<file path="src/rtl/cpu_pkg.sv">
// cpu_pkg: opcode encodings, step constants, mode encoding and opcode-class helpers for the control sequencer.
package cpu_pkg;
  localparam int OPW = 5;
  localparam int STEPW = 3;
  localparam logic [OPW-1:0] OP_LDW = 5'd0, OP_LDWI = 5'd1, OP_STW = 5'd2, OP_ADD = 5'd3,
    OP_SUB = 5'd4, OP_SHR = 5'd5, OP_SHL = 5'd6, OP_ROR = 5'd7, OP_ROL = 5'd8, OP_AND = 5'd9,
    OP_OR = 5'd10, OP_ADDI = 5'd11, OP_ANDI = 5'd12, OP_ORI = 5'd13, OP_MUL = 5'd14,
    OP_DIV = 5'd15, OP_NEG = 5'd16, OP_NOT = 5'd17, OP_BR = 5'd18, OP_JR = 5'd19,
    OP_JAL = 5'd20, OP_IN = 5'd21, OP_OUT = 5'd22, OP_MFHI = 5'd23, OP_MFLO = 5'd24,
    OP_NOP = 5'd25, OP_HALT = 5'd26;
  localparam logic [STEPW-1:0] T0 = 3'd0, T1 = 3'd1, T2 = 3'd2, T3 = 3'd3,
    T4 = 3'd4, T5 = 3'd5, T6 = 3'd6, T7 = 3'd7;
  typedef enum logic [1:0] {M_RST, M_EXEC, M_HALT} mode_t;
  typedef struct packed {
    logic is_ld, is_ldi, is_st, is_alu3, is_imm, is_muldiv, is_unary, is_br;
    logic is_jr, is_jal, is_in, is_out, is_mf, is_nop, is_halt;
  } op_class_t;
  // Final step of each instruction; the step after it is always T0.
  function automatic logic [STEPW-1:0] last_step(op_class_t c);
    return (c.is_ld | c.is_st) ? T7 :
           (c.is_muldiv | c.is_br) ? T6 :
           (c.is_ldi | c.is_alu3 | c.is_imm) ? T5 :
           (c.is_unary | c.is_jal) ? T4 :
           (c.is_nop | c.is_halt) ? T2 : T3;
  endfunction
endpackage

</file>
<file path="src/rtl/control_sequencer_if.sv">
// control_sequencer_if: DataPath control bundle; mem_ready exists only when CU_MEM_WAIT_EN is defined.
interface control_sequencer_if;
  import cpu_pkg::*;
  logic [31:0] IR;
  logic CON_FF;
`ifdef CU_MEM_WAIT_EN
  logic mem_ready;
`endif
  logic PCout, Zlowout, Zhighout, HIout, LOout, MDRout, InPortout, Cout, BAout;
  logic Gra, Grb, Grc, Rin, Rout, R15in;
  logic MARin, MDRin, IRin, Yin, PCin, IncPC, Zin_low, Zin_high, HIin, LOin, CONin, OutPortin;
  logic Read, Write, Run;
  logic [OPW-1:0] operation;
  modport master (
    input IR, CON_FF,
`ifdef CU_MEM_WAIT_EN
    input mem_ready,
`endif
    output PCout, Zlowout, Zhighout, HIout, LOout, MDRout, InPortout, Cout, BAout,
    output Gra, Grb, Grc, Rin, Rout, R15in,
    output MARin, MDRin, IRin, Yin, PCin, IncPC, Zin_low, Zin_high, HIin, LOin, CONin, OutPortin,
    output Read, Write, Run, operation
  );
  modport slave (
    output IR, CON_FF,
`ifdef CU_MEM_WAIT_EN
    output mem_ready,
`endif
    input PCout, Zlowout, Zhighout, HIout, LOout, MDRout, InPortout, Cout, BAout,
    input Gra, Grb, Grc, Rin, Rout, R15in,
    input MARin, MDRin, IRin, Yin, PCin, IncPC, Zin_low, Zin_high, HIin, LOin, CONin, OutPortin,
    input Read, Write, Run, operation
  );
endinterface

</file>
<file path="src/rtl/control_sequencer_decode.sv">
// opcode_class_decode: maps IR[31:27] to one-hot instruction class flags.
module opcode_class_decode
  import cpu_pkg::*;
(
  input  logic [OPW-1:0] op,
  output op_class_t      cls
);
  always_comb begin
    cls.is_ld     = op == OP_LDW;
    cls.is_ldi    = op == OP_LDWI;
    cls.is_st     = op == OP_STW;
    cls.is_alu3   = op >= OP_ADD && op <= OP_OR;
    cls.is_imm    = op >= OP_ADDI && op <= OP_ORI;
    cls.is_muldiv = op == OP_MUL || op == OP_DIV;
    cls.is_unary  = op == OP_NEG || op == OP_NOT;
    cls.is_br     = op == OP_BR;
    cls.is_jr     = op == OP_JR;
    cls.is_jal    = op == OP_JAL;
    cls.is_in     = op == OP_IN;
    cls.is_out    = op == OP_OUT;
    cls.is_mf     = op == OP_MFHI || op == OP_MFLO;
    cls.is_nop    = op == OP_NOP || op > OP_HALT;
    cls.is_halt   = op == OP_HALT;
  end
endmodule

</file>
<file path="src/rtl/control_sequencer.sv">
// control_sequencer: hardwired fetch/execute sequencer for the DataPath.
// Define CU_MEM_WAIT_EN to stretch memory steps until mem_ready.
module control_sequencer
  import cpu_pkg::*;
(
  input logic Clock,
  input logic clear,
  control_sequencer_if.master bus
);
  mode_t mode, nxt_mode;
  logic [STEPW-1:0] step, nxt_step;
  logic [OPW-1:0] op;
  op_class_t c;
  logic e, f0, f1, f2, x3, x4, x5, x6, x7, stall, unused_ir;
  assign op = bus.IR[31:27];
  assign unused_ir = ^bus.IR[26:0];
  opcode_class_decode u_dec (.op(op), .cls(c));
  assign e  = mode == M_EXEC;
  assign f0 = e && step == T0;
  assign f1 = e && step == T1;
  assign f2 = e && step == T2;
  assign x3 = e && step == T3;
  assign x4 = e && step == T4;
  assign x5 = e && step == T5;
  assign x6 = e && step == T6;
  assign x7 = e && step == T7;
`ifdef CU_MEM_WAIT_EN
  assign stall = (f1 | c.is_ld & x6 | c.is_st & x7) & ~bus.mem_ready;
`else
  assign stall = 1'b0;
`endif
  always_ff @(posedge Clock or negedge clear) begin
    if (!clear) begin
      mode <= M_RST;
      step <= T0;
    end else begin
      mode <= nxt_mode;
      step <= nxt_step;
    end
  end
  always_comb begin
    nxt_mode = mode;
    nxt_step = step;
    if (mode == M_RST) begin
      nxt_mode = M_EXEC;
      nxt_step = T0;
    end else if (e && !stall) begin
      nxt_mode = (step == T2 && c.is_halt) ? M_HALT : M_EXEC;
      nxt_step = (step == last_step(c)) ? T0 : step + STEPW'(1);
    end
  end
  // Address and branch-target adds in ldw/ldwi/stw/branch always run as ADD.
  always_comb begin
    bus.Run       = e;
    bus.operation = (e && step >= T3) ? ((c.is_ld | c.is_ldi | c.is_st | c.is_br) ? OP_ADD : op) : '0;
    bus.PCout     = f0 | c.is_jal & x3 | c.is_br & x4;
    bus.Zlowout   = f1 | (c.is_ld | c.is_ldi | c.is_st | c.is_alu3 | c.is_imm | c.is_muldiv) & x5
                  | c.is_unary & x4 | c.is_br & x6 & bus.CON_FF;
    bus.Zhighout  = c.is_muldiv & x6;
    bus.HIout     = c.is_mf & x3 & (op == OP_MFHI);
    bus.LOout     = c.is_mf & x3 & (op == OP_MFLO);
    bus.MDRout    = f2 | c.is_ld & x7;
    bus.InPortout = c.is_in & x3;
    bus.Cout      = (c.is_ld | c.is_ldi | c.is_st | c.is_imm) & x4 | c.is_br & x5;
    bus.BAout     = (c.is_ld | c.is_ldi | c.is_st) & x3;
    bus.Gra       = (c.is_ldi | c.is_alu3 | c.is_imm) & x5 | c.is_ld & x7 | c.is_st & x6
                  | (c.is_muldiv | c.is_br | c.is_jr | c.is_in | c.is_out | c.is_mf) & x3
                  | (c.is_unary | c.is_jal) & x4;
    bus.Grb       = (c.is_ld | c.is_ldi | c.is_st | c.is_alu3 | c.is_imm | c.is_unary) & x3
                  | c.is_muldiv & x4;
    bus.Grc       = c.is_alu3 & x4;
    bus.Rin       = (c.is_ldi | c.is_alu3 | c.is_imm) & x5 | c.is_ld & x7 | c.is_unary & x4
                  | (c.is_in | c.is_mf) & x3;
    bus.Rout      = c.is_st & x6
                  | (c.is_alu3 | c.is_imm | c.is_muldiv | c.is_unary | c.is_br | c.is_jr | c.is_out) & x3
                  | (c.is_alu3 | c.is_muldiv | c.is_jal) & x4;
    bus.R15in     = c.is_jal & x3;
    bus.MARin     = f0 | (c.is_ld | c.is_st) & x5;
    bus.MDRin     = f1 | (c.is_ld | c.is_st) & x6;
    bus.IRin      = f2;
    bus.Yin       = (c.is_ld | c.is_ldi | c.is_st | c.is_alu3 | c.is_imm | c.is_muldiv) & x3
                  | c.is_br & x4;
    bus.PCin      = f1 | c.is_br & x6 & bus.CON_FF | c.is_jr & x3 | c.is_jal & x4;
    bus.IncPC     = f0;
    bus.Zin_low   = f0 | (c.is_ld | c.is_ldi | c.is_st | c.is_alu3 | c.is_imm | c.is_muldiv) & x4
                  | c.is_unary & x3 | c.is_br & x5;
    bus.Zin_high  = c.is_muldiv & x4;
    bus.HIin      = c.is_muldiv & x6;
    bus.LOin      = c.is_muldiv & x5;
    bus.CONin     = c.is_br & x3;
    bus.OutPortin = c.is_out & x3;
    bus.Read      = f1 | c.is_ld & x6;
    bus.Write     = c.is_st & x7;
  end
endmodule

</file>
<file path="src/flat_wrapper.sv">
// flat-port wrapper written by rule: the top's interface ports become plain ports
module control_sequencer_flat import cpu_pkg::*;
  (Clock, clear, bus_IR, bus_CON_FF, bus_PCout, bus_Zlowout, bus_Zhighout, bus_HIout, bus_LOout, bus_MDRout, bus_InPortout, bus_Cout, bus_BAout, bus_Gra, bus_Grb, bus_Grc, bus_Rin, bus_Rout, bus_R15in, bus_MARin, bus_MDRin, bus_IRin, bus_Yin, bus_PCin, bus_IncPC, bus_Zin_low, bus_Zin_high, bus_HIin, bus_LOin, bus_CONin, bus_OutPortin, bus_Read, bus_Write, bus_Run, bus_operation);
  control_sequencer_if bus_i ();
  input logic Clock;
  input logic clear;
  input wire logic [$bits(bus_i.IR)-1:0] bus_IR;
  input wire logic [$bits(bus_i.CON_FF)-1:0] bus_CON_FF;
  output wire logic [$bits(bus_i.PCout)-1:0] bus_PCout;
  output wire logic [$bits(bus_i.Zlowout)-1:0] bus_Zlowout;
  output wire logic [$bits(bus_i.Zhighout)-1:0] bus_Zhighout;
  output wire logic [$bits(bus_i.HIout)-1:0] bus_HIout;
  output wire logic [$bits(bus_i.LOout)-1:0] bus_LOout;
  output wire logic [$bits(bus_i.MDRout)-1:0] bus_MDRout;
  output wire logic [$bits(bus_i.InPortout)-1:0] bus_InPortout;
  output wire logic [$bits(bus_i.Cout)-1:0] bus_Cout;
  output wire logic [$bits(bus_i.BAout)-1:0] bus_BAout;
  output wire logic [$bits(bus_i.Gra)-1:0] bus_Gra;
  output wire logic [$bits(bus_i.Grb)-1:0] bus_Grb;
  output wire logic [$bits(bus_i.Grc)-1:0] bus_Grc;
  output wire logic [$bits(bus_i.Rin)-1:0] bus_Rin;
  output wire logic [$bits(bus_i.Rout)-1:0] bus_Rout;
  output wire logic [$bits(bus_i.R15in)-1:0] bus_R15in;
  output wire logic [$bits(bus_i.MARin)-1:0] bus_MARin;
  output wire logic [$bits(bus_i.MDRin)-1:0] bus_MDRin;
  output wire logic [$bits(bus_i.IRin)-1:0] bus_IRin;
  output wire logic [$bits(bus_i.Yin)-1:0] bus_Yin;
  output wire logic [$bits(bus_i.PCin)-1:0] bus_PCin;
  output wire logic [$bits(bus_i.IncPC)-1:0] bus_IncPC;
  output wire logic [$bits(bus_i.Zin_low)-1:0] bus_Zin_low;
  output wire logic [$bits(bus_i.Zin_high)-1:0] bus_Zin_high;
  output wire logic [$bits(bus_i.HIin)-1:0] bus_HIin;
  output wire logic [$bits(bus_i.LOin)-1:0] bus_LOin;
  output wire logic [$bits(bus_i.CONin)-1:0] bus_CONin;
  output wire logic [$bits(bus_i.OutPortin)-1:0] bus_OutPortin;
  output wire logic [$bits(bus_i.Read)-1:0] bus_Read;
  output wire logic [$bits(bus_i.Write)-1:0] bus_Write;
  output wire logic [$bits(bus_i.Run)-1:0] bus_Run;
  output wire logic [$bits(bus_i.operation)-1:0] bus_operation;
  assign bus_i.IR = bus_IR;
  assign bus_i.CON_FF = bus_CON_FF;
  assign bus_PCout = bus_i.PCout;
  assign bus_Zlowout = bus_i.Zlowout;
  assign bus_Zhighout = bus_i.Zhighout;
  assign bus_HIout = bus_i.HIout;
  assign bus_LOout = bus_i.LOout;
  assign bus_MDRout = bus_i.MDRout;
  assign bus_InPortout = bus_i.InPortout;
  assign bus_Cout = bus_i.Cout;
  assign bus_BAout = bus_i.BAout;
  assign bus_Gra = bus_i.Gra;
  assign bus_Grb = bus_i.Grb;
  assign bus_Grc = bus_i.Grc;
  assign bus_Rin = bus_i.Rin;
  assign bus_Rout = bus_i.Rout;
  assign bus_R15in = bus_i.R15in;
  assign bus_MARin = bus_i.MARin;
  assign bus_MDRin = bus_i.MDRin;
  assign bus_IRin = bus_i.IRin;
  assign bus_Yin = bus_i.Yin;
  assign bus_PCin = bus_i.PCin;
  assign bus_IncPC = bus_i.IncPC;
  assign bus_Zin_low = bus_i.Zin_low;
  assign bus_Zin_high = bus_i.Zin_high;
  assign bus_HIin = bus_i.HIin;
  assign bus_LOin = bus_i.LOin;
  assign bus_CONin = bus_i.CONin;
  assign bus_OutPortin = bus_i.OutPortin;
  assign bus_Read = bus_i.Read;
  assign bus_Write = bus_i.Write;
  assign bus_Run = bus_i.Run;
  assign bus_operation = bus_i.operation;
  control_sequencer u_core (.Clock(Clock), .clear(clear), .bus(bus_i));
endmodule
</file>
<file path="config.mk">
export PLATFORM = sky130hd
export DESIGN_NAME = control_sequencer_flat
export DESIGN_NICKNAME = d
export VERILOG_FILES = /design/src/rtl/cpu_pkg.sv /design/src/rtl/control_sequencer_if.sv /design/src/rtl/control_sequencer_decode.sv /design/src/rtl/control_sequencer.sv /design/src/flat_wrapper.sv
export SDC_FILE = /design/constraint.sdc
export NUM_CORES = 1
export LEC_CHECK = 0
export CELL_PAD_IN_SITES_DETAIL_PLACEMENT = 0
export CELL_PAD_IN_SITES_GLOBAL_PLACEMENT = 1
export CORE_MARGIN = 2
export CORE_UTILIZATION = 25
export DETAILED_ROUTE_END_ITERATION = 12
export PLACE_DENSITY = 0.95
export SYNTH_ARGS = -nofsm -noshare
export SYNTH_HDL_FRONTEND = slang
export SYNTH_SLANG_ARGS = --single-unit
</file>
<file path="constraint.sdc">
create_clock -name Clock -period 3.8 [get_ports Clock]
set_input_delay 0.38 -clock Clock [delete_from_list [all_inputs] [get_ports Clock]]
set_output_delay 0.38 -clock Clock [all_outputs]
set_load 0.02 [all_outputs]
</file>
==> results_dict.tcl <==
set metrics [dict create \
    fin_setup_tns_ps 0 \
    hold_viol_final 0 \
    slew-limit-headroom_pct 61.60 \
    hold_class "input port to asynchronous set/reset pin" \
    min_period_over_period_pct 82.25 \
    numPortBuffers 42 \
    num_io_pins 70 \
    multi_input_area_um2 833.3 \
    cts-resized-gates 0 \
    clock_skew_ps 2.858 \
    leakagePower_nw 0.5842 \
    vias_per_cell 5.367 \
    grtUsageTotal_pct 13.95 \
    synth-seq-cells 5 \
    synth-edff-count 0 \
    syn-cell-area_um2 1057 \
    max-vdd-ir-drop_mv 0.1762 \
    antenna_found_initial 0 \
    rr_worst_depth 3 \
    cap_violations 0 \
    async_reset_ff_share_pct 100.0 \
    ff2ff_setup_slack_ps 2200 \
    cts_tree "done" \
    min_period_ps 3125 \
    synth_nets 201 \
    rr_endpoint "u_core.step[2]" \
    yosysSeqAreaShare_pct 11.83 \
    htreeDepth 1 \
    yosysUniqueCellTypes 51 \
    drive_gt1_share_pct 6.566 \
    core_area_um2 4029 \
    cp.arrival_ps 2750 \
    area_delta_synth_final_pct 46.98 \
    synth_flop_cell "dfrtp_1" \
    cell_internal_pwr_mw 0.4429 \
    grt_max_degree 25 \
    power.density_nw_per_um2 567.3 \
    yosys_warnings 0 \
    rsz0062_at_grt "no" \
    path_class "input port to output port" \
    nets 240 \
    switching_share_pct 49.76 \
    grt_pass1_wl_um 5651 \
    synth_fa_ha_area_share_pct 7.101 \
    p_seq_share_pct 13.5 \
    die-area_um2 4765 \
    fp.dieW_um 69.03 \
    synth_compound_area_share_pct 28.88 \
    rr_startpoint "u_core.step[0]" \
    grt_pass1_vias 1164 \
    synth_top_family_by_area "simple AND/OR/NAND/NOR gates" \
    synthXorXnorAreaFrac_pct 3.314 \
    worst_pin_slew_ps 574.3 \
    syn_area_per_cell_um2 6.608 \
    grt_overflow 0 \
    switchingPower_mw 0.4387 \
    root_buffer "clkbuf_8" \
    ant_nets 0 \
    cts_buffer_depth 2 \
    ctsHoldBuffers 0 \
    clkLatencyLatePin_ps 220 \
    numCtsBuffers 3 \
    syn_inst 160 \
    fillCellCount 438 \
    drc 0 \
    cp-start-kind "input port" \
    critPathRequiredTime_ps 3420 \
    place_congestion 0.8727 \
    dp_hpwl_um 2621 \
    finalSetupViolations 0 \
    die_h_um 69.03 \
    numClockSinks 5 \
    antenna_cells 0 \
    drt_first_pass_iters 4 \
    drt-wirelength-per-cell_um 13.56 \
    core.rowCount 23 \
    initial_core_util_pct 26.24 \
    cp_max_fo 13 \
    end_kind "output port" \
    fmax_mhz 320.0 \
    seqCellArea_um2 125.1 \
    routed_wl_um 3363 \
    clkPwrFrac_pct 11.2 \
    comb_power_share_pct 75.2 \
    status "finished, final reports clean" \
    holdWs_ps 379.5 \
    via_count 1331 \
    drv_slew 0 \
    synthSimpleGateAreaFrac_pct 39.53 \
    cts_setup_buffers 0 \
    synth_mux_area_share_pct 0 \
    clk_pin_slew_ps 40 \
    drtIter0Drc 84 \
]
layout by cell type, fill, tap and decap left out, types with 2 or more instances in the layout:
master / netlist / final
dfrtp_1: 5 / 5
buf_4: 2 / 5
clkbuf_8: 0 / 3
or3_1: 2 / 2
ha_1: 6 / 6
nand3_1: 7 / 7
nand3b_1: 2 / 2
o21ai_1: 6 / 6
nand2_1: 15 / 15
xor2_1: 2 / 2
nor3_1: 13 / 13
nor3b_1: 3 / 3
o311ai_1: 2 / 2
o211ai_1: 3 / 3
nand4b_1: 2 / 2
o31ai_1: 2 / 2
a21o_1: 2 / 2
nor2_1: 16 / 16
nor2b_1: 4 / 4
o21a_1: 2 / 2
inv_1: 7 / 7
clkdlybuf4s50_1: 0 / 42
xnor2_1: 2 / 2
a21oi_1: 6 / 6
a211oi_1: 4 / 4
o21ai_0: 4 / 4
nand2b_1: 4 / 4
or2_1: 3 / 3
and2_1: 2 / 2
o22ai_1: 2 / 2
routing by layer:
| layer | up-vias | wire, um | GRT usage (%) |
|---|---|---|---|
| met3 | 4 | 248 | 2.339 |
| li1 | 662 | - | - |
| met2 | 55 | 1482 | 20.62 |
| met1 | 610 | 1584 | 20.64 |
| met5 | - | 0 | 0 |
| met4 | 0 | 48 | 3.922 |
registers in the layout, indices dropped and copies added, names as in the netlist:
| name | flops |
|---|---|
| u_core.step | 3 |
| u_core.mode | 2 |
logic make-up after synthesis:
family,Yosys count
AO/OA/AOI/OAI,44
XOR/XNOR,4
adder cells (fa/ha/maj),6
buffers and inverters,21
flip-flops,5
AND/OR/NAND/NOR,80
how the worst max path moves through the flow:
stage               slack [ps]           end      startpoint  depth (start not counted)
global placement           660      bus_Rout      bus_IR[30]                          8
detailed placement         660      bus_Rout      bus_IR[30]                          8
CTS                        660      bus_Rout      bus_IR[30]                          8
global route               440  bus_Zhighout      bus_IR[30]                          6
floorplan                 1540       bus_Gra  u_core.step[2]                          7
finish                     670      bus_Rout      bus_IR[30]                          8
cell type report:
cell class | count | area share, %
clock buffers | 4 | 2.899
well taps | 50 | 4.026
flip-flops and latches | 5 | 8.052
repair buffers | 47 | 29.47
multi-input cells | 134 | 53.62
inverters | 8 | 1.932
cells in the mapped netlist (2+ instances only):
library cell / number / area, um^2
a211oi_1: 4 / 30.03
a21o_1: 2 / 15.01
a21oi_1: 6 / 30.03
and2_1: 2 / 12.51
buf_1: 4 / 15.01
buf_2: 4 / 20.02
buf_4: 2 / 15.01
clkbuf_1: 2 / 7.510
dfrtp_1: 5 / 125.1
ha_1: 6 / 75.07
inv_1: 7 / 26.28
nand2_1: 15 / 56.30
nand2b_1: 4 / 25.02
nand3_1: 7 / 35.03
nand3b_1: 2 / 15.01
nand4b_1: 2 / 17.52
nor2_1: 16 / 60.06
nor2b_1: 4 / 25.02
nor3_1: 13 / 65.06
nor3b_1: 3 / 22.52
o211ai_1: 3 / 22.52
o21a_1: 2 / 15.01
o21ai_0: 4 / 20.02
o21ai_1: 6 / 30.03
o22ai_1: 2 / 12.51
o311ai_1: 2 / 17.52
o31ai_1: 2 / 15.01
or2_1: 3 / 18.77
or3_1: 2 / 12.51
xnor2_1: 2 / 17.52
xor2_1: 2 / 17.52
critical path, stage by stage:
cell             delay (ps)
clkdlybuf4s50_1         710
buf_4                   260
nor2b_1                 240
nand3_1                 200
nor2_1                  180
nor2_1                   70
o211ai_1                 90
clkdlybuf4s50_1         620
stage by stage:
step	utilization, %	power [mW]	setup WS (ps)	cells	instance area, um^2
final	38.57	0.8816	674.6	248	1554
after global routing	38.57	0.9556	438.2	248	1554
after floorplan	-	0.5190	1540	160	1057
after CTS	38.57	0.8871	663.9	248	1554
after global placement	37.45	0.7772	662.5	244	1509
after detailed placement	37.45	0.7822	661.1	244	1509
power groups by stage:
stage          Sequential [mW]  Clock, mW  Combinational, mW
4_1_cts                  0.118      0.103              0.666
3_3_place_gp             0.119          0              0.658
6_report                 0.119     0.0991              0.663
5_1_grt                  0.124      0.106              0.725
2_1_floorplan           0.0977          0              0.421
3_5_place_dp             0.119          0              0.663
(Power assumes the default switching activity.)
